--- config.mk ---
export PLATFORM = sky130hd
export DESIGN_NAME = reboot_req_ctrl
export DESIGN_NICKNAME = d
export VERILOG_FILES = /design/src/rtl/reboot_req_ctrl_pkg.sv /design/src/rtl/reboot_wdt.sv /design/src/rtl/reboot_req_ctrl.sv
export SDC_FILE = /design/constraint.sdc
export NUM_CORES = 1
export LEC_CHECK = 0
export CAP_MARGIN = 5
export CORE_ASPECT_RATIO = 0.8
export CORE_MARGIN = 4
export CORE_UTILIZATION = 58
export CTS_BUF_LIST = sky130_fd_sc_hd__clkbuf_4 sky130_fd_sc_hd__clkbuf_8 sky130_fd_sc_hd__clkbuf_16
export CTS_CLUSTER_DIAMETER = 40
export CTS_CLUSTER_SIZE = 16
export DETAILED_ROUTE_END_ITERATION = 8
export PLACE_DENSITY_LB_ADDON = 0.08
export SLEW_MARGIN = 10
export SYNTH_ARGS = -nofsm -noshare
export SYNTH_HDL_FRONTEND = slang
export SYNTH_SLANG_ARGS = --single-unit
--- constraint.sdc ---
create_clock -name sys_clk -period 9.13 [get_ports sys_clk]
set_clock_uncertainty 0.2 [all_clocks]
set_input_delay 2.2825 -clock sys_clk [delete_from_list [all_inputs] [get_ports sys_clk]]
set_output_delay 2.2825 -clock sys_clk [all_outputs]
set_load 0.1 [all_outputs]
--- src/rtl/reboot_req_ctrl_pkg.sv ---
// reboot_req_ctrl_pkg: state encoding and default unlock key shared by the reboot request controller.
package reboot_req_ctrl_pkg;
  localparam logic [2:0] S_IDLE  = 3'd0;
  localparam logic [2:0] S_ARMED = 3'd1;
  localparam logic [2:0] S_COUNT = 3'd2;
  localparam logic [2:0] S_FIRE  = 3'd3;
  localparam logic [2:0] S_DONE  = 3'd4;
  localparam logic [31:0] DEFAULT_KEY = 32'h5EB0_07A5;
  function automatic logic is_busy(input logic [2:0] s);
    return s == S_ARMED || s == S_COUNT || s == S_FIRE;
  endfunction
endpackage

--- src/rtl/reboot_wdt.sv ---
// reboot_wdt: watchdog down-counter; reloads on kick, counts only while run is high, sticky fired flag.
module reboot_wdt #(
  parameter logic [31:0] WDT_CYCLES = 32'h4000_0000
) (
  input  logic sys_clk,
  input  logic rst,
  input  logic kick,
  input  logic run,
  output logic expire,
  output logic fired
);
  logic [31:0] cnt;
  assign expire = run && !kick && cnt == 32'd1;
  always_ff @(posedge sys_clk or posedge rst)
    if (rst) begin
      cnt   <= WDT_CYCLES;
      fired <= 1'b0;
    end else begin
      cnt   <= (kick || expire) ? WDT_CYCLES : run ? cnt - 32'd1 : cnt;
      fired <= fired | expire;
    end
endmodule

--- src/rtl/reboot_req_ctrl.sv ---
// reboot_req_ctrl: KEY/~KEY unlocked reboot request with countdown and fixed-width reboot pulse.
// Optional watchdog path enabled by defining REBOOT_WATCHDOG_EN.
module reboot_req_ctrl
  import reboot_req_ctrl_pkg::*;
#(
  parameter logic [31:0] KEY          = DEFAULT_KEY,
  parameter logic [31:0] ARM_TIMEOUT  = 32'd1024,
  parameter logic [31:0] DELAY_CYCLES = 32'd1000000,
  parameter logic [7:0]  HOLD_CYCLES  = 8'd8,
  parameter logic [31:0] WDT_CYCLES   = 32'h4000_0000
) (
  input  logic        sys_clk,
  input  logic        rst,
  input  logic        req_valid,
  input  logic [31:0] req_key,
  input  logic        cancel,
  input  logic        wdt_kick,
  output logic        reboot,
  output logic        busy,
  output logic        armed,
  output logic        err,
  output logic [31:0] remain,
  output logic        wdt_fired
);
  logic [2:0]  state;
  logic [31:0] arm_tmr;
  logic [7:0]  hold;
  logic        wdt_exp;
`ifdef REBOOT_WATCHDOG_EN
  reboot_wdt #(.WDT_CYCLES(WDT_CYCLES)) u_wdt (
    .sys_clk(sys_clk),
    .rst(rst),
    .kick(wdt_kick),
    .run(state == S_IDLE || state == S_ARMED),
    .expire(wdt_exp),
    .fired(wdt_fired)
  );
`else
  logic unused_wdt;
  assign unused_wdt = wdt_kick | (WDT_CYCLES == 32'd0);
  assign wdt_exp    = 1'b0;
  assign wdt_fired  = 1'b0;
`endif
  assign busy  = is_busy(state);
  assign armed = state == S_ARMED;
  always_ff @(posedge sys_clk or posedge rst)
    if (rst) begin
      state   <= S_IDLE;
      arm_tmr <= '0;
      remain  <= '0;
      hold    <= '0;
      reboot  <= 1'b0;
      err     <= 1'b0;
    end else begin
      err <= 1'b0;
      if (wdt_exp) begin
        state  <= S_FIRE;
        remain <= '0;
        hold   <= '0;
      end else begin
        case (state)
          S_IDLE:
            if (req_valid) begin
              if (req_key == KEY) begin
                state   <= S_ARMED;
                arm_tmr <= ARM_TIMEOUT;
              end else err <= 1'b1;
            end
          S_ARMED:
            if (cancel) state <= S_IDLE;
            else if (req_valid) begin
              state  <= (req_key == ~KEY) ? S_COUNT : S_IDLE;
              remain <= (req_key == ~KEY) ? DELAY_CYCLES : '0;
              err    <= req_key != ~KEY;
            end else if (arm_tmr == 32'd1) begin
              state <= S_IDLE;
              err   <= 1'b1;
            end else arm_tmr <= arm_tmr - 32'd1;
          S_COUNT:
            if (cancel) begin
              state  <= S_IDLE;
              remain <= '0;
            end else if (remain == 32'd1) begin
              state  <= S_FIRE;
              remain <= '0;
              hold   <= '0;
            end else remain <= remain - 32'd1;
          // reboot rises one cycle after FIRE entry and stays for HOLD_CYCLES cycles
          S_FIRE:
            if (hold == HOLD_CYCLES) begin
              state  <= S_DONE;
              reboot <= 1'b0;
            end else begin
              reboot <= 1'b1;
              hold   <= hold + 8'd1;
            end
          default: reboot <= 1'b0;
        endcase
      end
    end
endmodule

After elaboration in Yosys (flattened, before gate mapping)
Index checks and enable logic that the tools add are counted.
{"block": "totals", "mem_bits_rw": 0, "in_bits": 37, "n_memories": 0, "out_inout_bits": 37, "wordCells": 76, "latch_bits": 0, "mem_bits_ro": 0, "regBits": 77}
{"block": "op_classes", "multipliers": 0, "n_bitwise": 0, "eq_ne": 21, "addsub": 3, "reduce_logical": 12, "muxes": 34, "shifts": 0, "div_mod_pow": 0, "magnitude_cmp": 0}
{"cell": "two-way mux 32 bit", "count": 9}
{"cell": "case mux 32 bit (2 select lines)", "count": 2}
{"cell": "equality test 32 x 1 -> 1 bit, second input constant", "count": 2}
{"cell": "subtractor 32 x 1 -> 32 bit, second input constant", "count": 2}
{"cell": "equality test 32 x 31 -> 1 bit, second input constant", "count": 1}
{"cell": "equality test 32 bit, second input constant", "count": 1}
{"cell": "inequality test 32 bit, second input constant", "count": 1}
{"cell": "two-way mux 3 bit", "count": 8}
{"cell": "two-way mux 8 bit", "count": 3}
{"cell": "two-way mux 20 bit", "count": 1}
{"cell": "inequality test 2 bit, second input constant", "count": 8}
{"cell": "case mux 8 bit (2 select lines)", "count": 1}
{"cell": "case mux 3 bit (4 select lines)", "count": 1}
{"cell": "AND reduction 6 bit", "count": 2}
{"cell": "adder 8 x 1 -> 8 bit, second input constant", "count": 1}
{"cell": "equality test 8 x 4 -> 1 bit, second input constant", "count": 1}
{"cell": "equality test 3 x 2 -> 1 bit, second input constant", "count": 2}
{"cell": "two-way mux 1 bit", "count": 6}
{"cell": "nonzero test 2 bit", "count": 3}
{"cell": "inequality test 2 x 1 -> 1 bit, second input constant", "count": 2}
{"cell": "inequality test 4 x 3 -> 1 bit, second input constant", "count": 1}
{"cell": "case mux 1 bit (2 select lines)", "count": 2}
{"cell": "AND reduction 4 bit", "count": 1}
{"cell": "nonzero test 4 bit", "count": 1}
{"cell": "other kinds (7)", "count": 8}

Logic depth before layout (Yosys ltp)
Gate-level depths: netlist (run 1).
{"block": "depth", "word_depth": 5, "mapped_depth": 9, "mapped_depth_nobuf": 8}

Worst setup path before layout (run 1)
OpenSTA, ideal clock, no wires.
{"block": "synth_timing", "kind": "register to output", "startpoint": "register state[0]", "endpoint": "output armed", "stages_incl_launch_ff": 4, "path_buffers": 1, "required_time_ns": 6.648, "setup_slack_ns": 3.821, "arrival_time_ns": 2.827, "path_cell_list": "dfrtp_1 -> clkbuf_1 -> inv_1 -> nor3_1"}
{"block": "synth_between", "elab_chain_len": 1}
{"element": "from (decl)", "line_no": "reboot_req_ctrl.sv:25", "rtl": "logic [2:0] state;"}
{"element": "from (signal assigned)", "line_no": "reboot_req_ctrl.sv:72", "rtl": "state <= (req_key == ~KEY) ? S_COUNT : S_IDLE;"}
{"element": "equality test 3 x 1 -> 1 bit", "line_no": "reboot_req_ctrl.sv:45", "rtl": "assign armed = state == S_ARMED;"}
{"element": "to (decl)", "line_no": "reboot_req_ctrl.sv:20", "rtl": "output logic armed,"}
Every way passes these cells.

Worst setup path after layout (run 1)
{"block": "layout_timing", "startpoint": "input req_key[7]", "endpoint": "register arm_tmr[30]"}
{"block": "layout_between", "elab_chain_len": 3}
{"element": "from (decl)", "line_no": "reboot_req_ctrl.sv:15", "rtl": "input logic [31:0] req_key,"}
{"element": "equality test 32 x 31 -> 1 bit", "line_no": "reboot_req_ctrl.sv:64", "rtl": "if (req_key == KEY) begin"}
{"element": "inequality test 2 bit (no line)"}
{"element": "AND reduction 6 bit (no line)"}
{"element": "to (signal assigned)", "line_no": "reboot_req_ctrl.sv:78", "rtl": "end else arm_tmr <= arm_tmr - 32'd1;"}
{"element": "to (decl)", "line_no": "reboot_req_ctrl.sv:26", "rtl": "logic [31:0] arm_tmr;"}
Every way passes these cells.
A chain may end at the register's enable or synchronous reset.

==> metrics.txt, run 1 <==
# TYPE chip_impl_metric gauge
chip_impl_metric{name="slew_headroom",unit="%"} 28.54
chip_impl_metric{name="post-cts-setup-buffer-count",unit=""} 0
chip_impl_metric{name="finalNetCount",unit=""} 610
chip_impl_metric{name="vdd.ir_drop.worst",unit="V"} 0.0002957
chip_impl_metric{name="syn-num-nets",unit=""} 551
chip_impl_metric{name="power.static_leakage",unit="uW"} 0.002258
chip_impl_metric{name="timing.final.hold_violations",unit=""} 0
chip_impl_metric{name="ys_seq_area_share",unit="%"} 42.15
chip_impl_metric{name="fillerInstances",unit=""} 584
chip_impl_metric{name="clock_path_buffers",unit=""} 2
chip_impl_metric{name="cts_inserted_buffers",unit=""} 9
chip_impl_metric{name="share_of_cells_above_drive_strength_1",unit="%"} 8.042
chip_impl_metric{name="drt-pass1-iter-count",unit=""} 8
chip_impl_info{name="setup_repair_after_global_routing_missed_its_margin",value="no"} 1
chip_impl_metric{name="globalplace.congestion",unit=""} 0.9364
chip_impl_metric{name="floorplan.die_area",unit="mm2"} 0.009376
chip_impl_metric{name="place.detailed.hpwl",unit="um"} 8236
chip_impl_metric{name="synth-edff-count",unit=""} 0
chip_impl_metric{name="clock_sink_count",unit=""} 77
chip_impl_metric{name="place_area",unit="mm2"} 0.005329
chip_impl_metric{name="arrival",unit="ns"} 5.24
chip_impl_metric{name="insertion_delay",unit="ns"} 0.35
chip_impl_metric{name="share_of_total_power_in_sequential_cells",unit="%"} 32.1
chip_impl_metric{name="syn2layout_area_growth",unit="%"} 21.35
chip_impl_metric{name="layout.cell_area.non_filler",unit="mm2"} 0.005548
chip_impl_info{name="setup.worst_path.class",value="in -> reg"} 1
chip_impl_metric{name="achievable-frequency",unit="MHz"} 193.1
chip_impl_info{name="worst_r2r_startpoint",value="remain[14]"} 1
chip_impl_metric{name="ant_nets",unit=""} 0
chip_impl_metric{name="dp.cells",unit=""} 661
chip_impl_metric{name="number_of_global_route_vias_before_repair",unit=""} 4147
chip_impl_metric{name="portbufs",unit=""} 71
chip_impl_metric{name="wire_per_inst",unit="um"} 17.87
chip_impl_metric{name="power_density",unit="mW/mm2"} 284.4
chip_impl_metric{name="finalCriticalPeriod",unit="ns"} 5.179
chip_impl_metric{name="diodes_inserted",unit=""} 0
chip_impl_metric{name="switching_power",unit="uW"} 769.2
chip_impl_metric{name="clkTransAtPathRegs",unit="ns"} 0.08
chip_impl_metric{name="core_area",unit="mm2"} 0.007532
chip_impl_metric{name="finalCritPeriodShare",unit="%"} 56.73
chip_impl_metric{name="critical_path_peak_fanout",unit=""} 12
chip_impl_metric{name="slew_viol_final",unit=""} 0
chip_impl_metric{name="yosysTopAreaCellShare",unit="%"} 42.15
chip_impl_info{name="ys_top_cells_by_count",value="sky130_fd_sc_hd__dfrtp_1 (77), sky130_fd_sc_hd__nor2_1 (69), sky130_fd_sc_hd__nand2_1 (34)"} 1
chip_impl_metric{name="core.rowCount",unit=""} 28
chip_impl_metric{name="max_slew.worst_pin.slew",unit="ns"} 1.062
chip_impl_metric{name="grt_antenna_before_repair",unit=""} 0
chip_impl_info{name="synth_top_area_cell",value="sky130_fd_sc_hd__dfrtp_1"} 1
chip_impl_info{name="worstSetupEndpointType",value="flip-flop"} 1
chip_impl_info{name="dominantRegCellSynth",value="sky130_fd_sc_hd__dfrtp_1"} 1
chip_impl_metric{name="layoutNonFillerInstCount",unit=""} 677
chip_impl_metric{name="p_sw_share",unit="%"} 48.76
chip_impl_metric{name="finalWirelength",unit="um"} 12100
chip_impl_metric{name="grt-ovfl-total",unit=""} 0
chip_impl_metric{name="die_height",unit="um"} 87.41
chip_impl_metric{name="setup_viols_final",unit=""} 0
chip_impl_metric{name="multi_input_comb_area",unit="mm2"} 0.002496
chip_impl_metric{name="vias_per_cell",unit=""} 6.384
chip_impl_info{name="tritoncts",value="yes"} 1
chip_impl_metric{name="synthesis.instances",unit=""} 508
chip_impl_metric{name="synth-seq-cells",unit=""} 77
chip_impl_metric{name="netlist-cell-type-count",unit=""} 64
chip_impl_info{name="worstSetupStartpoint",value="req_key[7]"} 1
chip_impl_metric{name="cts_htree_levels",unit=""} 3
chip_impl_metric{name="final-seq-area",unit="mm2"} 0.001927
chip_impl_metric{name="max-cap-violations",unit=""} 0
chip_impl_metric{name="largest_net_degree_at_the_start_of_global_routing",unit=""} 78
chip_impl_metric{name="initial_core_util",unit="%"} 60.70
chip_impl_metric{name="power.share.clock",unit="%"} 18.4
chip_impl_metric{name="i_o_pin_cnt",unit=""} 74
chip_impl_metric{name="setup_tns",unit="ns"} 0
chip_impl_metric{name="worst-endpoint-required",unit="ns"} 9.19
chip_impl_metric{name="cts_resized",unit=""} 0
chip_impl_metric{name="avgSynthCellArea",unit="um2"} 9.000
chip_impl_metric{name="vias",unit=""} 4322
chip_impl_metric{name="starting_drt_drc_count",unit=""} 319
chip_impl_info{name="crit_start_category",value="input port"} 1
chip_impl_info{name="post-synth-top-count-cell",value="sky130_fd_sc_hd__dfrtp_1"} 1
chip_impl_metric{name="comb_power_share",unit="%"} 49.5
chip_impl_metric{name="internal_power",unit="uW"} 808.4
chip_impl_info{name="hp-class",value="reg -> reg"} 1
chip_impl_metric{name="globalRouteTotalUtil",unit="%"} 26.38
chip_impl_info{name="hold_path_startpoint",value="hold[7]"} 1
chip_impl_metric{name="drc",unit=""} 0
chip_impl_metric{name="synthArstFlopShare",unit="%"} 100.0
chip_impl_info{name="synth.top_cells.by_area",value="sky130_fd_sc_hd__dfrtp_1 (42%), sky130_fd_sc_hd__nor2_1 (5.7%), sky130_fd_sc_hd__or4_1 (3.3%)"} 1
chip_impl_metric{name="grt_first_pass_wirelength",unit="um"} 19820
chip_impl_info{name="root_buffer_cell",value="sky130_fd_sc_hd__clkbuf_8"} 1
chip_impl_metric{name="mappedNetlistArea",unit="mm2"} 0.004572
chip_impl_metric{name="post_cts_hold_buffer_count",unit=""} 0
chip_impl_metric{name="yosysWarnings",unit=""} 0
chip_impl_info{name="status",value="finished clean"} 1
chip_impl_metric{name="fp.dieW",unit="um"} 107.3
## placed cells by master (no fill, tap or decap), drive strengths merged, types with 3 or more instances in the layout
cell type / count
or4: 20
nor4b: 4
clkdlybuf4s50: 71
a211oi: 4
ha: 6
or3: 18
o31ai: 11
a31oi: 8
inv: 9
or2: 5
o21ai: 34
nand4: 15
o41ai: 3
a21oi: 25
and4b: 3
nor4bb: 8
o211ai: 4
buf: 4
clkbuf: 12
nor4: 23
nand2b: 6
nor3: 19
or4b: 3
nand3: 14
o31a: 3
xor2: 12
nor2: 69
dfrtp: 77
xnor2: 16
nand2: 34
a2111oi: 3
## sequential cells by signal, indices dropped and copies added, names as in the netlist
register,cells
hold,8
reboot,1
remain,32
arm_tmr,32
state,3
err,1
## metal layers
layer	up-vias	part of all wire (%)	track usage (%)
met1	2082	45	36.41
met4	0	1.4	6.736
li1	2020	-	-
met3	28	7.3	7.116
met2	192	46	41.57
met5	-	0	0
## power by group through the flow
stage	combinational, uW	clock (uW)	sequential, uW
2_1_floorplan	398	0	705
3_3_place_gp	754	0	505
3_5_place_dp	771	0	510
4_1_cts	776	293	505
5_1_grt	835	309	519
6_report	781	290	507
## cell type report
type / instances / area share, %
Inverter: 9 / 0.6089
Clock inverter: 4 / 1.308
Timing Repair Buffer: 75 / 13.35
Clock buffer: 12 / 2.639
Tap cell: 105 / 2.368
Sequential cell: 77 / 34.73
Multi-Input combinational cell: 395 / 44.99
## path summary, 6_finish.rpt
path | end | slack, ns | depth (start not counted)
worst min-delay path | hold[7] | 0.32 | 1
min in group asynchronous | arm_tmr[19] | 2.37 | 3
max in group asynchronous | arm_tmr[3] | 5.74 | 3
worst min register to register | hold[7] | 0.32 | 1
worst max register to register | remain[18] | 5.45 | 7
worst max-delay path | arm_tmr[30] | 3.95 | 7
## worst max-delay path, stage by stage
cell	delay, ns
sky130_fd_sc_hd__clkdlybuf4s50_1	0.47
sky130_fd_sc_hd__nor4bb_1	0.34
sky130_fd_sc_hd__nand4_1	0.26
sky130_fd_sc_hd__o21ai_0	0.68
sky130_fd_sc_hd__o211ai_2	0.45
sky130_fd_sc_hd__or4_1	0.57
sky130_fd_sc_hd__a21oi_1	0.19
## stage by stage
stage	hold slack, ns	setup WS (ns)	total power (uW)	utilization [%]
final	0.3161	3.951	1578	73.65
after global routing	0.3300	3.818	1662	73.65
after CTS	0.3127	3.999	1574	73.65
after detailed placement	0.2816	3.705	1280	70.75
after floorplan	0.2516	3.821	1103	-
after global placement	0.2807	3.773	1259	70.75
## logic make-up after synthesis
family,Yosys count,share of synthesized area [%]
AND/OR/NAND/NOR,251,30.21
AO/OA/AOI/OAI,107,16.75
flip-flops,77,42.15
buffers and inverters,36,3.366
XOR/XNOR,28,5.364
adder cells (fa/ha/maj),6,1.642
multiplexers,2,0.4379
other,1,0.08202
Power figures use the tool's default switching activity.
==> run 2, diff against run 1 <==
CORE_UTILIZATION = 54   (was 58)
clock period = 5.02 ns   (was 9.13 ns; I/O delays follow)
==> run 2 against run 1 <==
- first-iteration DRC count rose by 27%
- setup slack lost 3.0 ns
- register-to-register slack worse by 4.1 ns
- utilization decreased by 4.4 points
- critical path depth is 4 lower
- critical path type is now reg -> out
==> metrics.txt, run 2 (synthesis gave the netlist of run 1 again) <==
# TYPE chip_impl_metric gauge
chip_impl_metric{name="vias",unit=""} 4282
chip_impl_metric{name="core_area",unit="mm2"} 0.008092
chip_impl_metric{name="die_height",unit="um"} 90.30
chip_impl_metric{name="place_area",unit="mm2"} 0.005378
chip_impl_info{name="tritoncts",value="yes"} 1
chip_impl_metric{name="slew_headroom",unit="%"} 31.99
chip_impl_metric{name="vias_per_cell",unit=""} 6.242
chip_impl_metric{name="place.detailed.hpwl",unit="um"} 8562
chip_impl_metric{name="layoutNonFillerInstCount",unit=""} 686
chip_impl_metric{name="clock_sink_count",unit=""} 77
chip_impl_metric{name="insertion_delay",unit="ns"} 0.36
chip_impl_metric{name="ant_nets",unit=""} 0
chip_impl_metric{name="cts_inserted_buffers",unit=""} 9
chip_impl_info{name="worstSetupEndpointType",value="output port"} 1
chip_impl_metric{name="grt_antenna_before_repair",unit=""} 0
chip_impl_metric{name="drt-pass1-iter-count",unit=""} 8
chip_impl_info{name="top_regs",value="arm_tmr: 32 flops, remain: 32 flops, hold: 8 flops"} 1
chip_impl_metric{name="cts_htree_levels",unit=""} 3
chip_impl_metric{name="timing.final.hold_violations",unit=""} 0
chip_impl_metric{name="cts_resized",unit=""} 0
chip_impl_metric{name="core.rowCount",unit=""} 29
chip_impl_metric{name="post_cts_hold_buffer_count",unit=""} 0
chip_impl_metric{name="share_of_cells_above_drive_strength_1",unit="%"} 8.997
chip_impl_metric{name="critical_path_peak_fanout",unit=""} 11
chip_impl_metric{name="dp.cells",unit=""} 670
chip_impl_metric{name="arrival",unit="ns"} 2.60
chip_impl_metric{name="finalCriticalPeriod",unit="ns"} 4.054
chip_impl_metric{name="fp.dieW",unit="um"} 110.9
chip_impl_metric{name="globalplace.congestion",unit=""} 0.9103
chip_impl_metric{name="i_o_pin_cnt",unit=""} 74
chip_impl_info{name="root_buffer_cell",value="sky130_fd_sc_hd__clkbuf_8"} 1
chip_impl_metric{name="power.static_leakage",unit="uW"} 0.002290
chip_impl_metric{name="finalCritPeriodShare",unit="%"} 80.76
chip_impl_metric{name="starting_drt_drc_count",unit=""} 406
chip_impl_metric{name="grt-ovfl-total",unit=""} 0
chip_impl_metric{name="wire_per_inst",unit="um"} 17.58
chip_impl_metric{name="max-cap-violations",unit=""} 0
chip_impl_metric{name="setup_tns",unit="ns"} 0
chip_impl_info{name="setup.worst_path.class",value="reg -> out"} 1
chip_impl_metric{name="diodes_inserted",unit=""} 0
chip_impl_metric{name="clock_path_buffers",unit=""} 2
chip_impl_info{name="most_used_cells_in_the_layout_excluding_fill_and_tap_cells",value="sky130_fd_sc_hd__dfrtp_1 (77), sky130_fd_sc_hd__clkdlybuf4s50_1 (71), sky130_fd_sc_hd__nor2_1 (69)"} 1
chip_impl_metric{name="initial_core_util",unit="%"} 56.50
chip_impl_info{name="status",value="finished clean"} 1
chip_impl_metric{name="post-cts-setup-buffer-count",unit=""} 0
chip_impl_metric{name="drc",unit=""} 0
chip_impl_metric{name="slew_viol_final",unit=""} 0
chip_impl_metric{name="layout.cell_area.non_filler",unit="mm2"} 0.005604
chip_impl_metric{name="portbufs",unit=""} 71
chip_impl_info{name="final_common_cell",value="sky130_fd_sc_hd__dfrtp_1"} 1
chip_impl_metric{name="power_density",unit="mW/mm2"} 515.3
chip_impl_metric{name="max_slew.worst_pin.slew",unit="ns"} 1.011
chip_impl_metric{name="floorplan.die_area",unit="mm2"} 0.01001
chip_impl_metric{name="grt_first_pass_wirelength",unit="um"} 20390
chip_impl_metric{name="number_of_global_route_vias_before_repair",unit=""} 4206
chip_impl_info{name="setup_repair_after_global_routing_missed_its_margin",value="no"} 1
chip_impl_metric{name="achievable-frequency",unit="MHz"} 246.6
chip_impl_metric{name="post-route-util",unit="%"} 69.26
chip_impl_metric{name="finalWirelength",unit="um"} 12060
chip_impl_metric{name="largest_net_degree_at_the_start_of_global_routing",unit=""} 33
chip_impl_info{name="hp-class",value="reg -> reg"} 1
chip_impl_metric{name="vdd.ir_drop.worst",unit="V"} 0.0005317
chip_impl_metric{name="finalNetCount",unit=""} 616
chip_impl_info{name="crit_start_category",value="flip-flop"} 1
chip_impl_metric{name="globalRouteTotalUtil",unit="%"} 24.26
chip_impl_metric{name="worst-endpoint-required",unit="ns"} 3.57
chip_impl_metric{name="clkTransAtPathRegs",unit="ns"} 0.08
chip_impl_metric{name="syn2layout_area_growth",unit="%"} 22.58
chip_impl_metric{name="setup_viols_final",unit=""} 0
==> run 2: changes by cell type in the layout (fill, tap and decap cells not counted) <==
cell	change
sky130_fd_sc_hd__clkbuf_8	+1
sky130_fd_sc_hd__clkbuf_4	-2
sky130_fd_sc_hd__inv_6	+1
sky130_fd_sc_hd__buf_4	+6
==> run 2: final timing paths <==
path                       slack, ns  cells past startpoint        from     endpoint
min in group asynchronous       1.11                      2         rst  arm_tmr[15]
max in group asynchronous       2.69                      3         rst          err
max reg2reg                     1.38                      8  remain[14]   remain[18]
max                             0.97                      3    state[0]        armed
min reg2reg                     0.33                      1     hold[7]      hold[7]
min                             0.33                      1     hold[7]      hold[7]
==> run 2: worst max-delay path, cell delays in order (launching register included) <==
cell                              delay [ns]
sky130_fd_sc_hd__dfrtp_1                0.52
sky130_fd_sc_hd__inv_1                  0.15
sky130_fd_sc_hd__nor3_1                 0.35
sky130_fd_sc_hd__clkdlybuf4s50_1        1.21
==> run 2: layout make-up <==
type	count	area, um2
multi-input cells	395	2496
fillers	643	2487
flip-flops and latches	77	1927
repair buffers	81	785.8
clock buffers	11	145.1
well taps	108	135.1
clock inverters	5	81.33
inverters	9	33.78
==> run 2: report_power, final <==
part	internal, uW	switching (uW)
clock	300	241
sequential	751	167
combinational	431	998
total	1480	1410
==> run 2: metal layers <==
layer	vias to the layer above	track usage (%)	routed length (um)
met3	22	6.765	803
met1	2059	33.73	5637
met5	-	0	0
met4	0	6.667	178
met2	163	37.37	5441
li1	2038	-	-
==> run 2: stage by stage <==
stage               power (uW)  setup WS, ns  hold WS [ns]
finish                    2888        0.9657        0.3292
global route              3051        0.8768        0.3623
CTS                       2887        0.9548        0.3320
detailed placement        2341        0.8048        0.2873
global placement          2306        0.8849        0.2791
floorplan                 2007        0.7382        0.2516
==> run 3, diff against run 2 <==
CORE_UTILIZATION = 49   (was 54)
clock period = 3.6 ns   (was 5.02 ns; I/O delays follow)
==> run 3 against run 2 <==
- largest cell class unchanged
- global-route usage shrank 1.1 points
- critical path type is now reg -> reg
- register-to-register slack worse by 1.1 ns
- combinational power up 40%
- non-clock buffer count up 13
==> metrics.txt, run 3 (synthesis gave the netlist of run 1 again) <==
# TYPE chip_impl_metric gauge
chip_impl_info{name="status",value="finished clean"} 1
chip_impl_metric{name="die_height",unit="um"} 94.40
chip_impl_metric{name="post-route-util",unit="%"} 62.92
chip_impl_metric{name="slew_viol_final",unit=""} 0
chip_impl_metric{name="cts_inserted_buffers",unit=""} 9
chip_impl_info{name="r2r-end",value="arm_tmr[17]"} 1
chip_impl_metric{name="p_sw_share",unit="%"} 47.11
chip_impl_metric{name="critical_path_peak_fanout",unit=""} 14
chip_impl_info{name="final_common_cell",value="sky130_fd_sc_hd__dfrtp_1"} 1
chip_impl_metric{name="finalCritPeriodShare",unit="%"} 92.06
chip_impl_metric{name="share_of_total_power_in_sequential_cells",unit="%"} 30.6
chip_impl_metric{name="clock_sink_count",unit=""} 77
chip_impl_metric{name="max-cap-violations",unit=""} 0
chip_impl_metric{name="final-seq-area",unit="mm2"} 0.001927
chip_impl_metric{name="vias",unit=""} 4271
chip_impl_metric{name="largest_net_degree_at_the_start_of_global_routing",unit=""} 78
chip_impl_metric{name="slew_headroom",unit="%"} 58.02
chip_impl_metric{name="worst_hold_slack",unit="ns"} 0.2900
chip_impl_metric{name="dp.cells",unit=""} 690
chip_impl_metric{name="arrival",unit="ns"} 3.34
chip_impl_metric{name="critical-path-max-stage-delay",unit="ns"} 0.70
chip_impl_metric{name="globalplace.congestion",unit=""} 0.8679
chip_impl_info{name="most_used_cells_in_the_layout_excluding_fill_and_tap_cells",value="sky130_fd_sc_hd__dfrtp_1 (77), sky130_fd_sc_hd__nor2_1 (69), sky130_fd_sc_hd__buf_4 (58)"} 1
chip_impl_info{name="setup.worst_path.class",value="reg -> reg"} 1
chip_impl_metric{name="wire_per_inst",unit="um"} 17.27
chip_impl_metric{name="power_density",unit="mW/mm2"} 736.9
chip_impl_info{name="crit_slowest_cell",value="sky130_fd_sc_hd__or4b_1"} 1
chip_impl_metric{name="finalNetCount",unit=""} 629
chip_impl_metric{name="drt-pass1-iter-count",unit=""} 4
chip_impl_metric{name="clkTransAtPathRegs",unit="ns"} 0.06
chip_impl_info{name="crit_start_category",value="flip-flop"} 1
chip_impl_metric{name="setup_viols_final",unit=""} 0
chip_impl_metric{name="internal_power",unit="uW"} 2226
chip_impl_info{name="setup_repair_after_global_routing_missed_its_margin",value="no"} 1
chip_impl_metric{name="portbufs",unit=""} 71
chip_impl_metric{name="cts_htree_levels",unit=""} 3
chip_impl_metric{name="fillerInstances",unit=""} 778
chip_impl_metric{name="drc",unit=""} 0
chip_impl_info{name="worstSetupEndpointType",value="flip-flop"} 1
chip_impl_metric{name="power.share.clock",unit="%"} 21.9
chip_impl_metric{name="i_o_pin_cnt",unit=""} 74
chip_impl_metric{name="post_cts_hold_buffer_count",unit=""} 0
chip_impl_metric{name="floorplan.die_area",unit="mm2"} 0.01095
chip_impl_metric{name="layoutNonFillerInstCount",unit=""} 704
chip_impl_metric{name="cts_resized",unit=""} 0
chip_impl_metric{name="initial_core_util",unit="%"} 50.37
chip_impl_metric{name="insertion_delay",unit="ns"} 0.34
chip_impl_metric{name="syn2layout_area_growth",unit="%"} 24.90
chip_impl_info{name="top_regs",value="arm_tmr: 32 flops, remain: 32 flops, hold: 8 flops"} 1
chip_impl_metric{name="core_area",unit="mm2"} 0.009076
chip_impl_metric{name="multi_input_comb_area",unit="mm2"} 0.002501
chip_impl_metric{name="r2r.worst_path.cells",unit=""} 7
chip_impl_info{name="root_buffer_cell",value="sky130_fd_sc_hd__clkbuf_16"} 1
chip_impl_metric{name="worst-endpoint-required",unit="ns"} 3.62
chip_impl_metric{name="achievable-frequency",unit="MHz"} 301.7
chip_impl_metric{name="timing.final.hold_violations",unit=""} 0
chip_impl_metric{name="core.rowCount",unit=""} 31
chip_impl_metric{name="finalCriticalPeriod",unit="ns"} 3.314
chip_impl_metric{name="number_of_global_route_vias_before_repair",unit=""} 4129
chip_impl_info{name="worst_r2r_startpoint",value="arm_tmr[18]"} 1
chip_impl_metric{name="r2r_slack",unit="ns"} 0.29
chip_impl_metric{name="grt_antenna_before_repair",unit=""} 0
chip_impl_metric{name="post-cts-setup-buffer-count",unit=""} 0
chip_impl_info{name="tritoncts",value="yes"} 1
chip_impl_metric{name="globalRouteTotalUtil",unit="%"} 23.15
chip_impl_metric{name="grt_first_pass_wirelength",unit="um"} 20160
chip_impl_metric{name="share_of_cells_above_drive_strength_1",unit="%"} 16.98
chip_impl_info{name="hp-class",value="reg -> reg"} 1
chip_impl_metric{name="finalWirelength",unit="um"} 12160
chip_impl_metric{name="power.static_leakage",unit="uW"} 0.002455
chip_impl_metric{name="fp.dieW",unit="um"} 116.0
chip_impl_metric{name="ant_nets",unit=""} 0
chip_impl_metric{name="hold_path_depth",unit=""} 1
chip_impl_metric{name="switching_power",unit="uW"} 1982
chip_impl_metric{name="diodes_inserted",unit=""} 0
chip_impl_info{name="worstSetupStartpoint",value="arm_tmr[18]"} 1
chip_impl_metric{name="grt-ovfl-total",unit=""} 0
chip_impl_metric{name="vdd.ir_drop.worst",unit="V"} 0.0007281
chip_impl_info{name="crit_path_cell_chain",value="or4_1 > or4b_1 > o31a_1 > o2111ai_4 > buf_4 > or3_1 > a21oi_2"} 1
chip_impl_metric{name="starting_drt_drc_count",unit=""} 299
chip_impl_info{name="timing.critical_path.to",value="arm_tmr[17]"} 1
chip_impl_metric{name="vias_per_cell",unit=""} 6.067
chip_impl_metric{name="place.detailed.hpwl",unit="um"} 8740
chip_impl_metric{name="comb_power_share",unit="%"} 47.6
chip_impl_metric{name="clock_path_buffers",unit=""} 2
chip_impl_metric{name="max_slew.worst_pin.slew",unit="ns"} 0.6240
==> run 3: cell count changes in the layout (fill, tap and decap cells not counted), sizes merged <==
cell and change:
bufinv -1, clkdlybuf4s50 -36, inv -1, buf +49
==> run 3: stage by stage <==
stage,setup slack (ns),power (uW),TNS [ns],instance area (um2)
detailed placement,-0.05382,3281,-0.1819,5411
global route,0.1588,4452,0,5710
global placement,0.006879,3241,0,5411
CTS,0.2998,4220,0,5710
finish,0.2858,4208,0,5710
floorplan,0.2305,2801,0,4577
==> run 3: critical path: cells and delay by family (launching register included) <==
| family | cells | cell delay, ns |
|---|---|---|
| simple gates | 3 | 1.43 |
| flops | 1 | 0.44 |
| buf+inv | 1 | 0.22 |
| compound gates | 3 | 0.91 |
==> run 3: cell type report <==
cell class                 instances  share of cell area [%]
clock inverter                     3                  0.8107
tap                              115                   2.520
sequential                        77                   33.74
inverter                           9                  0.5916
multi-input combinational        395                   43.80
timing repair buffer              94                   14.11
clock buffer                      11                   4.426
==> run 3: worst min path at each step <==
| stage | endpoint | slack, ns | startpoint |
|---|---|---|---|
| finish | hold[7] | 0.29 | hold[7] |
| detailed placement | hold[7] | 0.29 | hold[7] |
| floorplan | hold[7] | 0.25 | hold[7] |
| global route | hold[7] | 0.33 | hold[7] |
| global placement | hold[7] | 0.28 | hold[7] |
| CTS | hold[7] | 0.30 | hold[7] |
==> run 3: routing by layer <==
metal,part of all wire (%),GRT usage [%],routed length (um)
met1,49,33.22,5921
met5,0,0,0
met2,44,34.58,5325
met4,1.3,7.343,152
met3,6.2,5.701,759
==> run 3: power by group through the flow <==
stage	clock network, uW	registers (uW)	logic (uW)
3_3_place_gp	0	1280	1960
6_report	920	1290	2000
2_1_floorplan	0	1790	1010
5_1_grt	974	1320	2160
3_5_place_dp	0	1290	1990
4_1_cts	939	1280	2000
